<file path="src/rtl/cpu_pkg.sv">
// Shared CPU definitions: monitor FSM encoding and counter width.
// Imported by the event monitor and its counters.
package cpu_pkg;

  localparam int CNT_W_DEF = 32;

  typedef enum logic [1:0] {
    ST_IDLE = 2'd0,
    ST_RUN  = 2'd1,
    ST_HALT = 2'd2
  } state_t;

endpackage

</file>
<file path="src/rtl/sat_counter.sv">
// Enabled up-counter with synchronous clear that sticks at all-ones.
// Exposes its next value so callers can capture post-update counts.
module sat_counter
  import cpu_pkg::*;
#(
  parameter int CNT_W = CNT_W_DEF
) (
  input  logic             clk,
  input  logic             rst_n,
  input  logic             clr,
  input  logic             en,
  output logic [CNT_W-1:0] q,
  output logic [CNT_W-1:0] q_nxt
);

  always_comb begin
    q_nxt = q;
    if (clr)
      q_nxt = '0;
    else if (en && (q != '1))
      q_nxt = q + 1'b1;
  end

  always_ff @(posedge clk or negedge rst_n) begin
    if (!rst_n)
      q <= '0;
    else
      q <= q_nxt;
  end

endmodule

</file>
<file path="src/rtl/pipeline_event_monitor.sv">
// Run-control and perf monitor for the pipelined core: cycle budget,
// stall/flush counters and a valid/ready counter snapshot port.
module pipeline_event_monitor
  import cpu_pkg::*;
#(
  parameter int CNT_W      = CNT_W_DEF,
  parameter int MAX_CYCLES = 20
) (
  input  logic             clk_i,
  input  logic             rst_i,
  input  logic             start_i,
  input  logic             stall_i,
  input  logic             flush_i,
  input  logic [31:0]      pc_i,
  input  logic             clear_i,
  input  logic             snap_req_i,
  output logic             snap_valid_o,
  input  logic             snap_ready_i,
  output logic [CNT_W-1:0] snap_cycle_o,
  output logic [CNT_W-1:0] snap_stall_o,
  output logic [CNT_W-1:0] snap_flush_o,
  output logic [31:0]      snap_pc_o,
  output logic [CNT_W-1:0] cycle_cnt_o,
  output logic [CNT_W-1:0] stall_cnt_o,
  output logic [CNT_W-1:0] flush_cnt_o,
  output logic             halt_o,
  output logic [1:0]       state_o
);

  state_t           state;
  logic             cnt_en;
  logic             last;
  logic             snap_cap;
  logic             snap_rel;
  logic [CNT_W-1:0] cyc_nxt;
  logic [CNT_W-1:0] stl_nxt;
  logic [CNT_W-1:0] fls_nxt;

  assign cnt_en  = (state == ST_RUN) && start_i;
  assign last    = 64'(cycle_cnt_o) == 64'(MAX_CYCLES - 1);
  assign state_o = state;

  sat_counter #(.CNT_W(CNT_W)) u_cyc (
    .clk   (clk_i),
    .rst_n (rst_i),
    .clr   (clear_i),
    .en    (cnt_en),
    .q     (cycle_cnt_o),
    .q_nxt (cyc_nxt)
  );

  sat_counter #(.CNT_W(CNT_W)) u_stl (
    .clk   (clk_i),
    .rst_n (rst_i),
    .clr   (clear_i),
    .en    (cnt_en && stall_i),
    .q     (stall_cnt_o),
    .q_nxt (stl_nxt)
  );

  sat_counter #(.CNT_W(CNT_W)) u_fls (
    .clk   (clk_i),
    .rst_n (rst_i),
    .clr   (clear_i),
    .en    (cnt_en && flush_i),
    .q     (flush_cnt_o),
    .q_nxt (fls_nxt)
  );

  always_ff @(posedge clk_i or negedge rst_i) begin
    if (!rst_i) begin
      state  <= ST_IDLE;
      halt_o <= 1'b0;
    end else if (clear_i) begin
      state  <= ST_IDLE;
      halt_o <= 1'b0;
    end else begin
      unique case (state)
        ST_IDLE: begin
          if (start_i)
            state <= ST_RUN;
        end
        ST_RUN: begin
          if (start_i && last) begin
            state  <= ST_HALT;
            halt_o <= 1'b1;
          end
        end
        ST_HALT: ;
        default: state <= ST_IDLE;
      endcase
    end
  end

  // A request on the release edge re-captures instead of releasing.
  assign snap_cap = !clear_i && snap_req_i
                    && (!snap_valid_o || snap_ready_i);
  assign snap_rel = !clear_i && !snap_cap
                    && snap_valid_o && snap_ready_i;

  always_ff @(posedge clk_i or negedge rst_i) begin
    if (!rst_i) begin
      snap_valid_o <= 1'b0;
      snap_cycle_o <= '0;
      snap_stall_o <= '0;
      snap_flush_o <= '0;
      snap_pc_o    <= '0;
    end else begin
      unique case (1'b1)
        clear_i: snap_valid_o <= 1'b0;
        snap_cap: begin
          snap_valid_o <= 1'b1;
          snap_cycle_o <= cyc_nxt;
          snap_stall_o <= stl_nxt;
          snap_flush_o <= fls_nxt;
          snap_pc_o    <= pc_i;
        end
        snap_rel: snap_valid_o <= 1'b0;
        default: ;
      endcase
    end
  end

endmodule
</file>
<file path="config.mk">
export PLATFORM = sky130hd
export DESIGN_NAME = pipeline_event_monitor
export DESIGN_NICKNAME = d
export VERILOG_FILES = /design/src/rtl/cpu_pkg.sv /design/src/rtl/sat_counter.sv /design/src/rtl/pipeline_event_monitor.sv
export SDC_FILE = /design/constraint.sdc
export NUM_CORES = 1
export LEC_CHECK = 0
export CAP_MARGIN = 5
export CORE_AREA = 2 2 175 177
export DETAILED_ROUTE_END_ITERATION = 7
export DIE_AREA = 0 0 177 179
export PLACE_DENSITY = 0.67
export SYNTH_ARGS = -nofsm -noshare
export SYNTH_HDL_FRONTEND = slang
export SYNTH_SLANG_ARGS = --single-unit
</file>
<file path="constraint.sdc">
create_clock -name clk_i -period 5 [get_ports clk_i]
set_input_delay 1 -clock clk_i [delete_from_list [all_inputs] [get_ports clk_i]]
set_output_delay 1 -clock clk_i [all_outputs]
set_load 0.02 [all_outputs]
</file>
==> flow_results.org <==
** Synth
- Yosys synthesis warning count :: 0
- The largest total area in the synthesized netlist belongs to dfrtp_1.
- Of the synthesized area, sequential elements account for 55.1%.
- By area the synthesized netlist is led by dfrtp_1, nand2_1, a31oi_1.
- The share of synthesized area in the top cell type comes to 55.1%.
- Post-synthesis area per instance :: 9.42 um2
- Area of the mapped netlist :: 10,400 um2
- Among all cell types in the netlist, the one instantiated most often is dfrtp_1.
- In the synthesized netlist, the cells that appear most often are dfrtp_1, nand2_1, nor2_1, a21oi_1, a31oi_1.
- Number of synthesized flops with an enable pin :: 0
- Count of cell types in the netlist :: 50
- Post-Syn Instances :: 1,099
- Syn_nets :: 1,142
- Of all flip-flops after synthesis, the portion carrying an async set or reset was 100%.
- Primary FF master, synth :: dfrtp_1
- Register bit total from synthesis :: 228

** Floorplan
- Floorplan die height :: 179 um
- Initial Utilization :: 34.5%
- Width of the chip :: 177 um
- In this run the count of I/O pins placed on the die edge is 268.
- The floorplan step defined a core boundary enclosing 30,000 um2.
- The floorplan step defined a die boundary enclosing 31,700 um2.
- Cell row count :: 64

** CTS
- Maximum clock insertion buffer count :: 3
- Clk Tree Root Cell :: clkbuf_16
- Counting every sink on the clock net gives 228.
- Reg clk slew, reported paths :: 0.05 ns
- Buffers inserted during clock tree synthesis total 26.
- Clock H-tree levels :: 1
- Post-CTS Repair Setup Buffers :: 0
- For this design, the CTS-stage hold fixing added 0 buffers.
- Once the clock tree was built, the resizer swapped 0 gates to a different size.
- The later pin in the worst-skew pair is clocked with a latency of 0.52 ns.
- TritonCTS clock tree :: yes

** Place
- Placed wire-length estimate :: 21.8 mm
- The number of placed instances, taps included, is 1,713.
- Routability-driven placement finished with a final weighted congestion of 0.850.
- Buffers placed on the I/O ports in this run total 267.

** Worst setup path
- Traced cell by cell, the critical path runs through clkdlybuf4s50_1 > nand4b_1 > buf_4 > or4_4 > a2111o_1 > or4_1 > a31oi_1.
- For this design, the slowest cell found on the critical path is clkdlybuf4s50_1.
- STA classifies the critical path endpoint as a flip-flop.
- The critical path contains buffers and inverters numbering 2 combined.
- Among cell families on the critical path, the largest total delay comes from simple AND/OR/NAND/NOR gates.
- Type of the worst setup path :: in -> reg
- Crit path launch type :: input port
- In this design, the stage delay of the slowest critical-path cell is 0.61 ns.
- In this run the worst path has a maximum fanout of 12.
- Endpoint required time on the critical path :: 5.43 ns
- Data arrival time of the critical path :: 3.72 ns

** Power and ir drop
- Registers are responsible for 45.5% of the overall power.
- Leakage dissipation :: 5.53 nW
- Summed over all nets, the switching power comes to 0.00123 W.
- The internal portion of the total power is 0.00331 W.
- Power spread over the standard cell area amounts to 320 nW/um2.
- Portion of total power attributed to combinational logic :: 16.2%
- IR Drop Worst-Case VDD :: 235 uV
- Switching share of total power :: 27.0%
- Relative contribution of the clock network to total power :: 38.3%

** Routing
- In the routed design, unresolved DRC markers number 0.
- Sum of routed wire length over all layers :: 31.5 mm
- After detailed routing, the average wire length per cell comes to 18.0 um.
- Number of vias in the routed layout :: 9,670
- Antenna violation net count after detailed routing :: 0
- In this run, the number of DRC markers left after iteration 0 of detailed routing was 719.
- Pre-Repair DR Iteration Count :: 5
- Detailed-route vias per instance :: 5.51

** STA
- Derived from the worst setup path, the maximum achievable clock frequency is 0.304 GHz.
- Final Hold Violating Endpoints :: 0
- Final min period :: 3.29 ns
- Tightest Pin Transition :: 1.09 ns
- RSZ-0062 raised after global routing :: false
- Across the routed clock network, the largest skew measured is 0.00922 ns.
- Final setup vio count :: 0
- Post-route fraction of the period consumed by the critical path :: 65.8%
- Headroom to the max-slew limit came out at 27.0%.
- Total Negative Setup Slacks :: 0 ns
- The max-slew violation count is 0.

** Cells and area
- Number of nets in the final layout :: 1,388
- Synthesis-to-layout area growth :: 36.9%
- After the flow finishes, the layout carries non-filler instances totaling 1,756.
- The multi-input combinational cells in the finished layout cover a total of 4380 um2.
- Number of antenna cells inserted :: 0
- In the final layout, the share of cells above drive strength 1 is 4.34%.
- Registers take 5710 um2.
- After filler insertion, the fill cell instance count of the layout stands at 2,846.

** Run
- Across the run, the number of max-cap violations was 0.

** Global routing
- First-pass GRT wire length :: 49.9 mm
- Entering global routing, the biggest net connects 115 pins.
- The initial antenna violation count is 0.
- Number of global-route vias before repair :: 9,245
- Summed over all layers, the global routing overflow is 0.
- All-layer global routing usage :: 19.5%

** Hold path
- In this run the worst hold path is classified as reg -> reg.

** Status
- Outcome :: finished clean
-- per-layer routing --
| layer | share of wire [%] | GRT usage, % |
|---|---|---|
| met5 | 0 | 0 |
| met2 | 47 | 31.8 |
| met4 | 1.9 | 4.72 |
| met1 | 43 | 25.8 |
| met3 | 8.5 | 5.11 |
-- stage by stage --
step	setup slack (ns)	hold slack, ns	total power, W	util (%)	cell area (um2)
after floorplan	2.23	0.588	0.00242	-	10400
after CTS	1.73	0.475	0.00460	47.2	14200
after detailed placement	1.15	0.461	0.00285	44.7	13400
after global routing	1.53	0.501	0.00475	47.2	14200
after global placement	1.22	0.458	0.00284	44.7	13400
final	1.71	0.470	0.00454	47.2	14200
-- sequential cells by signal, indices dropped and copies added (netlist names) --
name          cells
snap_valid_o      1
halt_o            1
snap_pc_o        32
snap_cycle_o     32
state_o           2
snap_stall_o     32
u_fls.q          32
u_stl.q          32
snap_flush_o     32
u_cyc.q          32
-- power by group through the flow --
stage / clock network (W) / registers (W) / logic [W]
after floorplan: 0 / 0.00225 / 0.000171
after global placement: 0 / 0.00210 / 0.000738
after detailed placement: 0 / 0.00210 / 0.000745
after CTS: 0.00178 / 0.00207 / 0.000747
after global routing: 0.00187 / 0.00208 / 0.000797
final: 0.00174 / 0.00207 / 0.000735
-- worst register-to-register path: stages (launching register included) --
cell     delay (ns)
dfrtp_1        0.43
ha_1           0.20
nand3_1        0.19
nor4_1         0.81
and4_1         0.76
o21ai_0        0.26
a21oi_1        0.20
-- path summary, 6_finish.rpt --
path / slack, ns / depth (start not counted) / startpoint / to
max: 1.71 / 7 / start_i / snap_flush_o[27]$_DFFE_PN0P_
min: 0.47 / 2 / snap_pc_o[3]$_DFFE_PN0P_ / snap_pc_o[3]$_DFFE_PN0P_
max reg2reg: 2.06 / 6 / u_fls.q[0]$_DFF_PN0_ / u_fls.q[6]$_DFF_PN0_
min reg2reg: 0.47 / 2 / snap_pc_o[3]$_DFFE_PN0P_ / snap_pc_o[3]$_DFFE_PN0P_
max in group asynchronous: 3.41 / 2 / rst_i / u_cyc.q[10]$_DFF_PN0_
min in group asynchronous: 0.57 / 1 / rst_i / snap_pc_o[8]$_DFFE_PN0P_
-- kinds of logic after synthesis --
| group | Yosys count | share of synthesized area [%] |
|---|---|---|
| buffers and inverters | 73 | 2.72 |
| xor gates and xnor gates | 8 | 0.677 |
| and+or+nand+nor | 503 | 24.7 |
| muxes | 3 | 0.326 |
| DFF | 228 | 55.1 |
| AOI/OAI and AO/OA | 281 | 16.1 |
| adders and majority gates | 3 | 0.363 |
-- layout make-up --
class	instances	area share, %
Tap cell	396	3.50
Timing Repair Buffer	278	19.6
Clock buffer	39	5.15
Clock inverter	4	0.221
Multi-Input combinational cell	798	30.9
Inverter	13	0.344
Sequential cell	228	40.3
-- placed cells by master (no fill, tap or decap), types with 13 or more instances in the layout --
cell               n
clkdlybuf4s50_1  265
dfrtp_1          228
nand2_1          154
nor2_1           103
a21oi_1           86
a31oi_1           83
o21ai_0           59
or3_1             52
nand3_1           40
or4_1             38
o31ai_1           36
nand4_1           27
clkbuf_16         26
and3_1            21
inv_1             13
nor4_1            13
(Power assumes the default switching activity.)
